<file path="src/rtl/kgp_pkg.sv">
// Shared KGP-RISC definitions: branch type codes, FSM encodings and reset PC.
package kgp_pkg;

  localparam logic [3:0] BR_NONE = 4'd0;
  localparam logic [3:0] BR_B    = 4'd1;
  localparam logic [3:0] BR_R    = 4'd2;
  localparam logic [3:0] BR_L    = 4'd3;
  localparam logic [3:0] BR_LTZ  = 4'd4;
  localparam logic [3:0] BR_Z    = 4'd5;
  localparam logic [3:0] BR_NZ   = 4'd6;
  localparam logic [3:0] BR_CY   = 4'd7;
  localparam logic [3:0] BR_NCY  = 4'd8;

  localparam logic [31:0] KGP_RESET_PC = 32'h0000_0000;

  // HOLD waits for the first unstalled cycle, REDIRECT is the wrong-path bubble.
  typedef enum logic [1:0] {
    ST_HOLD     = 2'd0,
    ST_RUN      = 2'd1,
    ST_REDIRECT = 2'd2
  } state_e;

endpackage

</file>
<file path="src/rtl/branch_flag_unit_if.sv">
// Bus between the decode/ALU side (master) and the branch/flag unit (slave).
interface branch_flag_unit_if #(
  parameter int OFF_W = 22
);
  logic             stall;
  logic             instr_valid;
  logic [3:0]       br_type;
  logic [OFF_W-1:0] br_off;
  logic [31:0]      reg_tgt;
  logic             carry_we;
  logic             alu_carry;
  logic             alu_zflag;
  logic             alu_signflag;
  logic [31:0]      pc;
  logic [31:0]      pc_plus4;
  logic             taken;
  logic             link_we;
  logic [31:0]      link_data;
  logic             flush;
  logic             carry_q;

  modport master (
    output stall, instr_valid, br_type, br_off, reg_tgt,
           carry_we, alu_carry, alu_zflag, alu_signflag,
    input  pc, pc_plus4, taken, link_we, link_data, flush, carry_q
  );

  modport slave (
    input  stall, instr_valid, br_type, br_off, reg_tgt,
           carry_we, alu_carry, alu_zflag, alu_signflag,
    output pc, pc_plus4, taken, link_we, link_data, flush, carry_q
  );
endinterface

</file>
<file path="src/rtl/branch_flag_unit_cond.sv">
// Branch condition evaluator: decides whether a branch type's condition holds.
module branch_cond
  import kgp_pkg::*;
(
  input  logic [3:0] br_type,
  input  logic       signflag,
  input  logic       zflag,
  input  logic       carry,
  output logic       cond_true
);

  // Map branch type and flags to the condition result; unknown types never branch.
  always_comb begin
    cond_true = 1'b0;
    case (br_type)
      BR_B, BR_R, BR_L: cond_true = 1'b1;
      BR_LTZ:           cond_true = signflag;
      BR_Z:             cond_true = zflag;
      BR_NZ:            cond_true = ~zflag;
      BR_CY:            cond_true = carry;
      BR_NCY:           cond_true = ~carry;
      default:          cond_true = 1'b0;
    endcase
  end

endmodule

</file>
<file path="src/rtl/branch_flag_unit.sv">
// Branch/flag unit: owns PC and carry flag, resolves KGP-RISC branches right
// after the ALU, drives link write to r31 and a one-cycle wrong-path flush.
module branch_flag_unit
  import kgp_pkg::*;
#(
  parameter logic [31:0] RESET_PC = KGP_RESET_PC,
  parameter int          OFF_W    = 22
) (
  input  logic               clk,
  input  logic               rst,
  branch_flag_unit_if.slave  bus
);

  state_e      state_q, state_d;
  logic [31:0] pc_q, pc_d;
  logic        carry_q, carry_d;
  logic        flush_q, flush_d;

  logic        cond_true_s;
  logic        active_s;
  logic        taken_s;
  logic [31:0] pc_plus4_s;
  logic [31:0] off_ext_s;
  logic [31:0] target_s;

  branch_cond u_cond (
    .br_type   (bus.br_type),
    .signflag  (bus.alu_signflag),
    .zflag     (bus.alu_zflag),
    .carry     (carry_q),
    .cond_true (cond_true_s)
  );

  // Same-cycle branch resolution and target computation (uses the stored carry).
  always_comb begin
    pc_plus4_s = pc_q + 32'd4;
    active_s   = (state_q == ST_RUN) & bus.instr_valid & ~bus.stall & ~rst;
    taken_s    = active_s & cond_true_s;
    off_ext_s  = {{(32-OFF_W){bus.br_off[OFF_W-1]}}, bus.br_off};
    if (bus.br_type == BR_R) begin
      target_s = {bus.reg_tgt[31:2], 2'b00};
    end else begin
      target_s = pc_plus4_s + {off_ext_s[29:0], 2'b00};
    end
  end

  // Next-state logic for PC, carry flag, FSM and flush; stall freezes everything.
  always_comb begin
    state_d = state_q;
    pc_d    = pc_q;
    carry_d = carry_q;
    if (!bus.stall) begin
      case (state_q)
        ST_HOLD: begin
          state_d = ST_RUN;
        end
        ST_RUN: begin
          if (taken_s) begin
            pc_d    = target_s;
            state_d = ST_REDIRECT;
          end else begin
            pc_d    = pc_plus4_s;
            state_d = ST_RUN;
          end
          if (active_s && bus.carry_we) begin
            carry_d = bus.alu_carry;
          end else begin
            carry_d = carry_q;
          end
        end
        ST_REDIRECT: begin
          pc_d    = pc_plus4_s;
          state_d = ST_RUN;
        end
        default: begin
          state_d = ST_HOLD;
        end
      endcase
    end else begin
      state_d = state_q;
    end
    flush_d = (state_d == ST_REDIRECT);
  end

  // FSM and datapath registers with synchronous reset that overrides stall.
  always_ff @(posedge clk) begin
    if (rst) begin
      state_q <= ST_HOLD;
      pc_q    <= RESET_PC;
      carry_q <= 1'b0;
      flush_q <= 1'b0;
    end else begin
      state_q <= state_d;
      pc_q    <= pc_d;
      carry_q <= carry_d;
      flush_q <= flush_d;
    end
  end

  assign bus.pc        = pc_q;
  assign bus.pc_plus4  = pc_plus4_s;
  assign bus.taken     = taken_s;
  assign bus.link_we   = taken_s & (bus.br_type == BR_L);
  assign bus.link_data = pc_plus4_s;
  assign bus.flush     = flush_q;
  assign bus.carry_q   = carry_q;

endmodule

</file>
<file path="src/flat_wrapper.sv">
// flat-port wrapper written by rule: the top's interface ports become plain ports
module branch_flag_unit_flat import kgp_pkg::*;
#(
  parameter logic [31:0] RESET_PC = KGP_RESET_PC,
  parameter int          OFF_W    = 22
)
  (clk, rst, bus_stall, bus_instr_valid, bus_br_type, bus_br_off, bus_reg_tgt, bus_carry_we, bus_alu_carry, bus_alu_zflag, bus_alu_signflag, bus_pc, bus_pc_plus4, bus_taken, bus_link_we, bus_link_data, bus_flush, bus_carry_q);
  branch_flag_unit_if #(.OFF_W(OFF_W)) bus_i ();
  input  logic clk;
  input  logic rst;
  input wire logic [$bits(bus_i.stall)-1:0] bus_stall;
  input wire logic [$bits(bus_i.instr_valid)-1:0] bus_instr_valid;
  input wire logic [$bits(bus_i.br_type)-1:0] bus_br_type;
  input wire logic [$bits(bus_i.br_off)-1:0] bus_br_off;
  input wire logic [$bits(bus_i.reg_tgt)-1:0] bus_reg_tgt;
  input wire logic [$bits(bus_i.carry_we)-1:0] bus_carry_we;
  input wire logic [$bits(bus_i.alu_carry)-1:0] bus_alu_carry;
  input wire logic [$bits(bus_i.alu_zflag)-1:0] bus_alu_zflag;
  input wire logic [$bits(bus_i.alu_signflag)-1:0] bus_alu_signflag;
  output wire logic [$bits(bus_i.pc)-1:0] bus_pc;
  output wire logic [$bits(bus_i.pc_plus4)-1:0] bus_pc_plus4;
  output wire logic [$bits(bus_i.taken)-1:0] bus_taken;
  output wire logic [$bits(bus_i.link_we)-1:0] bus_link_we;
  output wire logic [$bits(bus_i.link_data)-1:0] bus_link_data;
  output wire logic [$bits(bus_i.flush)-1:0] bus_flush;
  output wire logic [$bits(bus_i.carry_q)-1:0] bus_carry_q;
  assign bus_i.stall = bus_stall;
  assign bus_i.instr_valid = bus_instr_valid;
  assign bus_i.br_type = bus_br_type;
  assign bus_i.br_off = bus_br_off;
  assign bus_i.reg_tgt = bus_reg_tgt;
  assign bus_i.carry_we = bus_carry_we;
  assign bus_i.alu_carry = bus_alu_carry;
  assign bus_i.alu_zflag = bus_alu_zflag;
  assign bus_i.alu_signflag = bus_alu_signflag;
  assign bus_pc = bus_i.pc;
  assign bus_pc_plus4 = bus_i.pc_plus4;
  assign bus_taken = bus_i.taken;
  assign bus_link_we = bus_i.link_we;
  assign bus_link_data = bus_i.link_data;
  assign bus_flush = bus_i.flush;
  assign bus_carry_q = bus_i.carry_q;
  branch_flag_unit #(.RESET_PC(RESET_PC), .OFF_W(OFF_W)) u_core (.clk(clk), .rst(rst), .bus(bus_i));
endmodule
</file>
<file path="config.mk">
export PLATFORM = sky130hd
export DESIGN_NAME = branch_flag_unit_flat
export DESIGN_NICKNAME = d
export VERILOG_FILES = /design/src/rtl/kgp_pkg.sv /design/src/rtl/branch_flag_unit_if.sv /design/src/rtl/branch_flag_unit_cond.sv /design/src/rtl/branch_flag_unit.sv /design/src/flat_wrapper.sv
export SDC_FILE = /design/constraint.sdc
export NUM_CORES = 1
export LEC_CHECK = 0
export ABC_AREA = 1
export CORE_MARGIN = 2
export CORE_UTILIZATION = 40
export DETAILED_ROUTE_END_ITERATION = 7
export GPL_ROUTABILITY_DRIVEN = 0
export PLACE_DENSITY = 0.77
export SETUP_SLACK_MARGIN = 0.5
export SYNTH_ARGS = -nofsm -noshare
export SYNTH_HDL_FRONTEND = slang
export SYNTH_SLANG_ARGS = --single-unit
</file>
<file path="constraint.sdc">
create_clock -name clk -period 4.52 [get_ports clk]
set_input_delay 0.904 -clock clk [delete_from_list [all_inputs] [get_ports clk]]
set_output_delay 0.904 -clock clk [all_outputs]
set_load 0.005 [all_outputs]
</file>
# == After elaboration in Yosys (flattened, before gate mapping) ==
# Index checks and enable logic that the tools add are counted.
# classes
n_bitwise,9
reduce_logical,7
eq_ne,11
mux,7
addsub,2
# op_table
op,n
32-bit two-way mux,2
32-bit case mux with 2 select lines,1
"32-bit by 3-bit adder with 32-bit output, second input constant",1
32-bit adder,1
"4-bit by 3-bit == test with 1-bit output, second input constant",4
"4-bit by 2-bit == test with 1-bit output, second input constant",2
1-bit case mux with 6 select lines,1
1-bit bitwise AND,5
"2-bit == test, second input constant",2
"4-bit by 1-bit == test with 1-bit output, second input constant",1
"4-bit == test, second input constant",1
2-bit two-way mux,2
1-bit NOT,4
2-bit case mux with 2 select lines,1
3-bit AND reduction,1
3-bit OR reduction,1
"2-bit by 1-bit == test with 1-bit output, second input constant",1
2-bit logical NOT,1
2-bit AND reduction,1
2-bit nonzero test,1
2-bit OR reduction,1
1-bit logical AND,1
# word_totals
in_bits,66
output_inout_bits,100
wordCells,40
regBits,36

# == Logic depth before layout (Yosys ltp) ==
# Gate-level depths: netlist of run 1.
# depth
word_depth,9
mapped_depth,23
mapped_depth_nobuf,23

# == By module ==
# Synthesis of run 1 repeated with hierarchy kept, for this count alone.
# unflattened
cells_unflattened,900
hier_area_um2,5195.0
# modules_own_cells
module,cells_each,seq_area_each_um2,area_per_inst_um2,n_inst
branch_flag_unit,880,680.7,5114.9,1
branch_cond,20,0.0,80.1,1

# == Least setup slack after synthesis of run 1 ==
# OpenSTA, ideal clock, no wires.
# synth_timing
path_type,reg2reg
start,register u_core.pc_q[3] (netlist: u_core.bus.pc[3])
end,register u_core.pc_q[29] (netlist: u_core.bus.pc[29])
stages_incl_launch_ff,19
path_slack_ns,1.851
arrival_time_ns,2.550
n_path_buf,0
t_required_ns,4.401
setup_time_ns,0.119
period_less_slack_ns,2.669
cell_sequence,dfxtp_1 -> ha_1 -> nand2_1 -> nor2_2 -> nand2_2 -> nor2_4 -> nand3b_4 -> xor2_1 -> ha_1 -> a21oi_1 -> nor2_1 -> nor2_1 -> nand2_1 -> a21oi_1 -> nand2_1 -> nand2_1 -> nand3_1 -> nand2_1 -> a21oi_1
# synth_via
elab_chain_cells,5
# synth_rtl
element,line_no,text
from (decl),branch_flag_unit.sv:15,"logic [31:0] pc_q, pc_d;"
from (signal assigned),branch_flag_unit.sv:94,pc_q <= pc_d;
32-bit by 3-bit adder with 32-bit output,branch_flag_unit.sv:36,pc_plus4_s = pc_q + 32'd4;
net bus_link_data[18],flat_wrapper.sv:24,output wire logic [$bits(bus_i.link_data)-1:0] bus_link_data;
32-bit adder,branch_flag_unit.sv:43,"target_s = pc_plus4_s + {off_ext_s[29:0], 2'b00};"
32-bit two-way mux,branch_flag_unit.sv:40,if (bus.br_type == BR_R) begin
32-bit two-way mux,branch_flag_unit.sv:58,if (taken_s) begin
32-bit case mux with 2 select lines,branch_flag_unit.sv:53,case (state_q)
# The timed path passes the listed nets, and every way through them passes these cells.
# A chain may end at the register's enable or synchronous reset.

# == Worst setup path in the final report of run 1 ==
# layout_timing
start,input port rst
end,output port bus_link_we
# layout_via
elab_chain_cells,4
# layout_rtl
element,line_no,text
from (decl),flat_wrapper.sv:10,input logic rst;
1-bit NOT,branch_flag_unit.sv:37,active_s = (state_q == ST_RUN) & bus.instr_valid & ~bus.stall & ~rst;
1-bit bitwise AND,branch_flag_unit.sv:37,
1-bit bitwise AND,branch_flag_unit.sv:38,taken_s = active_s & cond_true_s;
1-bit bitwise AND,branch_flag_unit.sv:103,assign bus.link_we = taken_s & (bus.br_type == BR_L);
to (decl),flat_wrapper.sv:23,output wire logic [$bits(bus_i.link_we)-1:0] bus_link_we;
# No other way between the ends.

==> out/results.tsv, run 1 <==
metric	value	unit
Synth-to-Final Area Change	30.7	%
CTS Sinks	34	
setup bufs post-CTS	0	
Worst-Margin Slew	765	ps
initial antenna violation count	0	
Post-DRT Antenna Nets	0	
Hold Crit Class	reg2reg	
cells after synthesis	931	
layout cells sized above 1	0.0639	
hpwl dp	14100	um
WL per Instance	14.4	um
Synth cell types	41	
fin. max-slew vios	0	
TritonCTS buffer count	5	
Most common cell on crit path	clkdlybuf4s50_1	
pwr dens	163	nW/um^2
syn_area_per_cell	5.72	sq um
n_diodes	0	
vias per cell	5.04	
R2R Path End	u_core.bus.pc[13]	
asr flop ratio synth	0	
grt ovf	0	
CP Cell Sequence	clkdlybuf4s50_1, nor3_1, nand2_1, nor2_1, clkdlybuf4s50_1	
Post-Layout Cell Count	1225	
unrepaired setup endpoints after global routing	false	
Initial Util	0.405	
DR pass1 iterations	5	
Worst VDD drop	129	uV
Fin Setup TNS	0	ps
worst hold path startpoint	u_core.bus.carry_q	
pin count of the biggest net entering global routing	45	
global-route wire length before repair	28000	um
CTS Hold Buffers Added	0	
DRC viols	0	
WS Path Type	in2out	
post_cts resized	0	
I/O Pins	166	
mapped cell area	5320	sq um
Clock transition at path regs	50	ps
Slew HR	0.489	
# setup viols final	0	
PortBufs	157	
Die H	119	um
status	finished, final reports clean	
Synth Warn #	0	
met2 usage	0.402	
Die ar.	14200	sq um
leakage	3.48	nW
Final min period	3720	ps
fin area	6960	sq um
All-Layer GR Usage	0.245	
GR Util met1	0.315	
Worst setup SP type	input pin	
R2R Setup Slk	1140	ps
vias in the first global route	5708	
clock root cell	clkbuf_16	
hold path depth	2	
dpl ws	807	ps
setup ws final	796	ps
Critical Path AT	2820	ps
DR iter-0 viols	528	
Layout fillers	1365	
# nets final	1155	
Worst-Skew Late Latency	290	ps
Worst Path Buf+Inv	2	
clk_skew	6.67	ps
overall power	1.13	mW
Bufs on Longest Clock Path	2	
critical path's top delay family	buffers and inverters	
Placed Area	6810	sq um
Worst EP required	3620	ps
hold path endpoint	u_core.bus.carry_q	
sequential area share after synthesis	0.128	
met3 GRT Util	0.0527	
TritonCTS clock tree	yes	
grt peak-use layer	met2	
flops & latches, synth	34	
Placeable Area	13100	sq um
CP peak stage delay	650	ps
H-tree Lvls	2	
CP max stage cell	clkdlybuf4s50_1	
Crit. End Element	primary output	
Final Hold Violating Endpoints	0	
Via Count	6168	
maximum net fanout on the critical path	12	
# Max-Cap Violations	0	
num rows	42	
R2R cell count	14	
Primary FF master, synth	dfxtp_1	
worst r2r src	u_core.bus.pc[3]	
period utilization	0.824	
placed cells	1217	
Max Fclk	269	MHz
EDFF count, synth	0	
Die W	119	um
Detailed Route WL	17600	um
## worst min-delay path, delay by kind of cell (launching register included)
kind	cells	cell delay (ps)
compound gates	1	50
flops	1	330
buf+inv	1	80
## worst max-delay path by stage
stage	depth (start not counted)	from	end	slack, ps
2_1_floorplan	18	u_core.bus.pc[3]	u_core.bus.pc[29]	1850
3_3_place_gp	5	rst	bus_link_we	860
3_5_place_dp	5	rst	bus_link_we	810
4_1_cts	5	rst	bus_link_we	790
5_1_grt	5	rst	bus_link_we	650
6_report	5	rst	bus_link_we	800
## power breakdown
part	internal, mW	switching [mW]	total (mW)
Clock	0.204	0.141	0.345
Sequential	0.314	0.0244	0.338
Combinational	0.211	0.238	0.449
Total	0.729	0.403	1.13
## cells in the final DEF, fill, tap and decap left out, drive strengths merged, types with 2 or more instances in the layout
cell	netlist	routed
a21o	3	3
a21oi	83	83
and2	2	2
buf	47	4
clkbuf	9	5
clkdlybuf4s50	0	157
clkinv	0	2
conb	1	6
dfxtp	34	34
ha	40	40
inv	125	125
nand2	287	287
nand3	63	63
nand3b	4	4
nand4	9	9
nor2	125	125
nor3	12	12
o211ai	2	2
o21ai	40	40
o21bai	6	6
or2	3	3
xnor2	5	5
xor2	28	28
## state kept, by name, summed over array words and instances (netlist names)
register / cells
u_core.bus.carry_q: 1
u_core.bus.flush: 1
u_core.bus.pc: 30
u_core.state_q: 2
## synthesized netlist by cell type, types with 8 or more instances
cell type  number  share of area
o21ai_0        40          0.038
dfxtp_1        34           0.13
nand4_1         9          0.011
ha_1           40          0.094
nor2_4          8          0.017
a21oi_1        77          0.072
inv_2           8         0.0056
xor2_1         25          0.041
nand2_2        10          0.012
nor2_1        113          0.080
nand3_1        62          0.058
buf_2           8         0.0075
inv_1         117          0.083
buf_4          38          0.054
clkbuf_1        9         0.0063
nand2_1       274           0.19
## final cells by class
type / instances / area, sq um / area share
clock buffers: 5 / 125 / 0.0180
clock inverters: 3 / 21.3 / 0.00306
inverters: 125 / 469 / 0.0674
multi-input cells: 721 / 3830 / 0.550
flip-flops and latches: 34 / 681 / 0.0978
well taps: 176 / 220 / 0.0316
repair buffers: 161 / 1610 / 0.232
## metrics by stage
stage               utilization  hold WS, ps
global placement          0.519          500
CTS                       0.530          515
global route              0.530          523
finish                    0.530          509
floorplan                     -          472
detailed placement        0.519          502
## cell families (layout without fill, tap and decap cells)
kind of cell,count (synthesis),after routing,share of synthesized area
AOI/OAI and AO/OA,135,135,0.137
xor gates and xnor gates,33,33,0.0599
adders and majority gates,41,41,0.0978
DFF,34,34,0.128
and+or+nand+nor,506,506,0.421
other,1,6,0.000705
buffers and inverters,181,294,0.156
## per-layer routing
layer | share of wire | vias up
met1 | 0.42 | 2694
met4 | 0.039 | 0
li1 | - | 3128
met5 | 0 | -
met2 | 0.44 | 299
met3 | 0.095 | 47
No activity file was read; power rests on OpenSTA's default activity.
==> inputs of run 2 (changes only) <==
==> constraint.sdc (replaced) <==
create_clock -name clk -period 3.46 [get_ports clk]
set_input_delay 0.692 -clock clk [delete_from_list [all_inputs] [get_ports clk]]
set_output_delay 0.692 -clock clk [all_outputs]
set_load 0.005 [all_outputs]
==> run 2 against run 1 <==
- utilization increased by 9.0 points
- via count increased by 8.2%
- non-clock buffer count increased by 60
- clock skew is essentially flat
- power increased by 44%
- global-route usage is 1.1 points higher
==> out/results.tsv, run 2 (synthesis results as in run 1) <==
metric	value	unit	change
All-Layer GR Usage	0.256		+0.0110
dpl ws	258	ps	-549 ps
status	finished, final reports clean		
fin. max-slew vios	0		unchanged
Die ar.	14200	sq um	unchanged
Max Fclk	337	MHz	
Detailed Route WL	19900	um	+13%
Worst-Skew Late Latency	290	ps	about the same
clk_skew	6.74	ps	+0.0753 ps
layout cells sized above 1	0.213		+0.149
num rows	42		unchanged
Worst-Margin Slew	883	ps	+118 ps
Most common cell on crit path	nand2_1		
fin area	8150	sq um	+17%
Final min period	2970	ps	
Placed Area	6920	sq um	+1.6%
initial antenna violation count	0		unchanged
DRC viols	0		unchanged
WS Path Type	reg2reg		
Slew HR	0.410		-0.0790
vias in the first global route	5941		+4.1%
Bufs on Longest Clock Path	2		unchanged
CP max stage cell	dfxtp_4		
unrepaired setup endpoints after global routing	true		
DR iter-0 viols	461		-13%
hpwl dp	14600	um	+3.3%
critical path's top delay family	simple AND/OR/NAND/NOR gates		
most frequent cells in the layout	nand2_1, clkdlybuf4s50_1, inv_1		
Placeable Area	13100	sq um	unchanged
# setup viols final	0		unchanged
Worst setup SP type	register		
most common cell after layout, fill and taps aside	nand2_1		
# nets final	1216		+5.3%
Post-Layout Cell Count	1286		+5.0%
vias per cell	5.19		+3.1%
clock root cell	clkbuf_16		
Initial Util	0.405		unchanged
Post-DRT Antenna Nets	0		unchanged
PortBufs	157		unchanged
DR pass1 iterations	7		+2
Die H	119	um	unchanged
TritonCTS clock tree	yes		
Final Hold Violating Endpoints	0		unchanged
H-tree Lvls	2		unchanged
CP Cell Sequence	inv_1, nor2_4, nand2_4, nor2_8, buf_4, nand2_4, xor2_1, inv_2, ha_4, a21oi_2, inv_1, nand2_1, nand2_1, a21oi_1, nand3_1, nand2_1, nand3_1, nand2_1, a21oi_1		
Worst Path Buf+Inv	4		+2
global-route wire length before repair	29200	um	+4.5%
maximum net fanout on the critical path	6		-6
Synth-to-Final Area Change	53.1	%	
leakage	4.16	nW	+19%
CTS Sinks	34		unchanged
# Max-Cap Violations	0		unchanged
Worst VDD drop	218	uV	+68%
pwr dens	200	nW/um^2	+23%
period utilization	0.859		
I/O Pins	166		unchanged
Crit. End Element	register		
Via Count	6675		+8.2%
WL per Instance	15.4	um	+7.5%
pin count of the biggest net entering global routing	49		+8.9%
Worst EP required	3630	ps	about the same
grt ovf	0		unchanged
Hold Crit Class	reg2reg		
Fin Setup TNS	0	ps	unchanged
TritonCTS buffer count	5		unchanged
placed cells	1233		+1.3%
Clock transition at path regs	60	ps	about the same
Seq. cell area	724	sq um	+6.4%
setup ws final	489	ps	-307 ps
CP peak stage delay	360	ps	-290 ps
n_diodes	0		unchanged
Critical Path AT	3140	ps	+320 ps
Layout fillers	1178		-14%
Multi-input gate area	4430	sq um	+16%
Die W	119	um	unchanged
max FFs per register	30		unchanged
run 2: per-layer routing:
| metal | track usage | part of all wire | vias to the layer above |
|---|---|---|---|
| met5 | 0 | 0 | - |
| met3 | 0.0512 | 0.093 | 62 |
| li1 | - | - | 3273 |
| met4 | 0.0882 | 0.043 | 0 |
| met2 | 0.432 | 0.46 | 347 |
| met1 | 0.324 | 0.40 | 2993 |
run 2: worst register-to-register path, delay by kind of cell (launching register included):
kind            cells  cell delay (ps)
flops               1              360
compound gates      3              410
fa+ha+maj           1              280
xor+xnor            1              250
buf+inv             4              470
simple gates       10             1100
run 2: final timing paths:
path | start | to | slack [ps] | depth (start not counted)
worst max-delay path | u_core.bus.pc[2] | u_core.bus.pc[26] | 490 | 19
worst min-delay path | u_core.bus.pc[6] | u_core.bus.pc[6] | 510 | 2
worst max register to register | u_core.bus.pc[2] | u_core.bus.pc[26] | 490 | 19
worst min register to register | u_core.bus.pc[6] | u_core.bus.pc[6] | 510 | 2
run 2: power breakdown:
group | leakage, nW | internal [mW] | switching [mW]
logic | 3.80 | 0.356 | 0.377
registers | 0.288 | 0.409 | 0.0328
clock network | 0.0698 | 0.266 | 0.185
total | 4.16 | 1.03 | 0.594
run 2: timing repair:
item / in CTS / in global routing
hold buffers: 0 / 0
gates cloned: 0 / 1
pin swaps: 9 / 36
gates resized for setup: 39 / 139
setup endpoints to repair: 49 / 68
buffers inserted: 19 / 25
run 2: final cells by class:
type | instances | share of cell area
multi-input combinational | 721 | 0.544
timing repair buffer | 221 | 0.263
sequential | 34 | 0.0889
inverter | 125 | 0.0581
tap | 176 | 0.0270
clock buffer | 5 | 0.0154
clock inverter | 3 | 0.00261
timing repair inverter | 1 | 0.000922
run 2: stage by stage:
stage | util | total power [mW] | hold slack [ps]
after floorplan | - | 0.782 | 472
after global placement | 0.527 | 1.04 | 497
after detailed placement | 0.527 | 1.05 | 510
after CTS | 0.560 | 1.52 | 508
after global routing | 0.620 | 1.71 | 524
final | 0.620 | 1.63 | 506
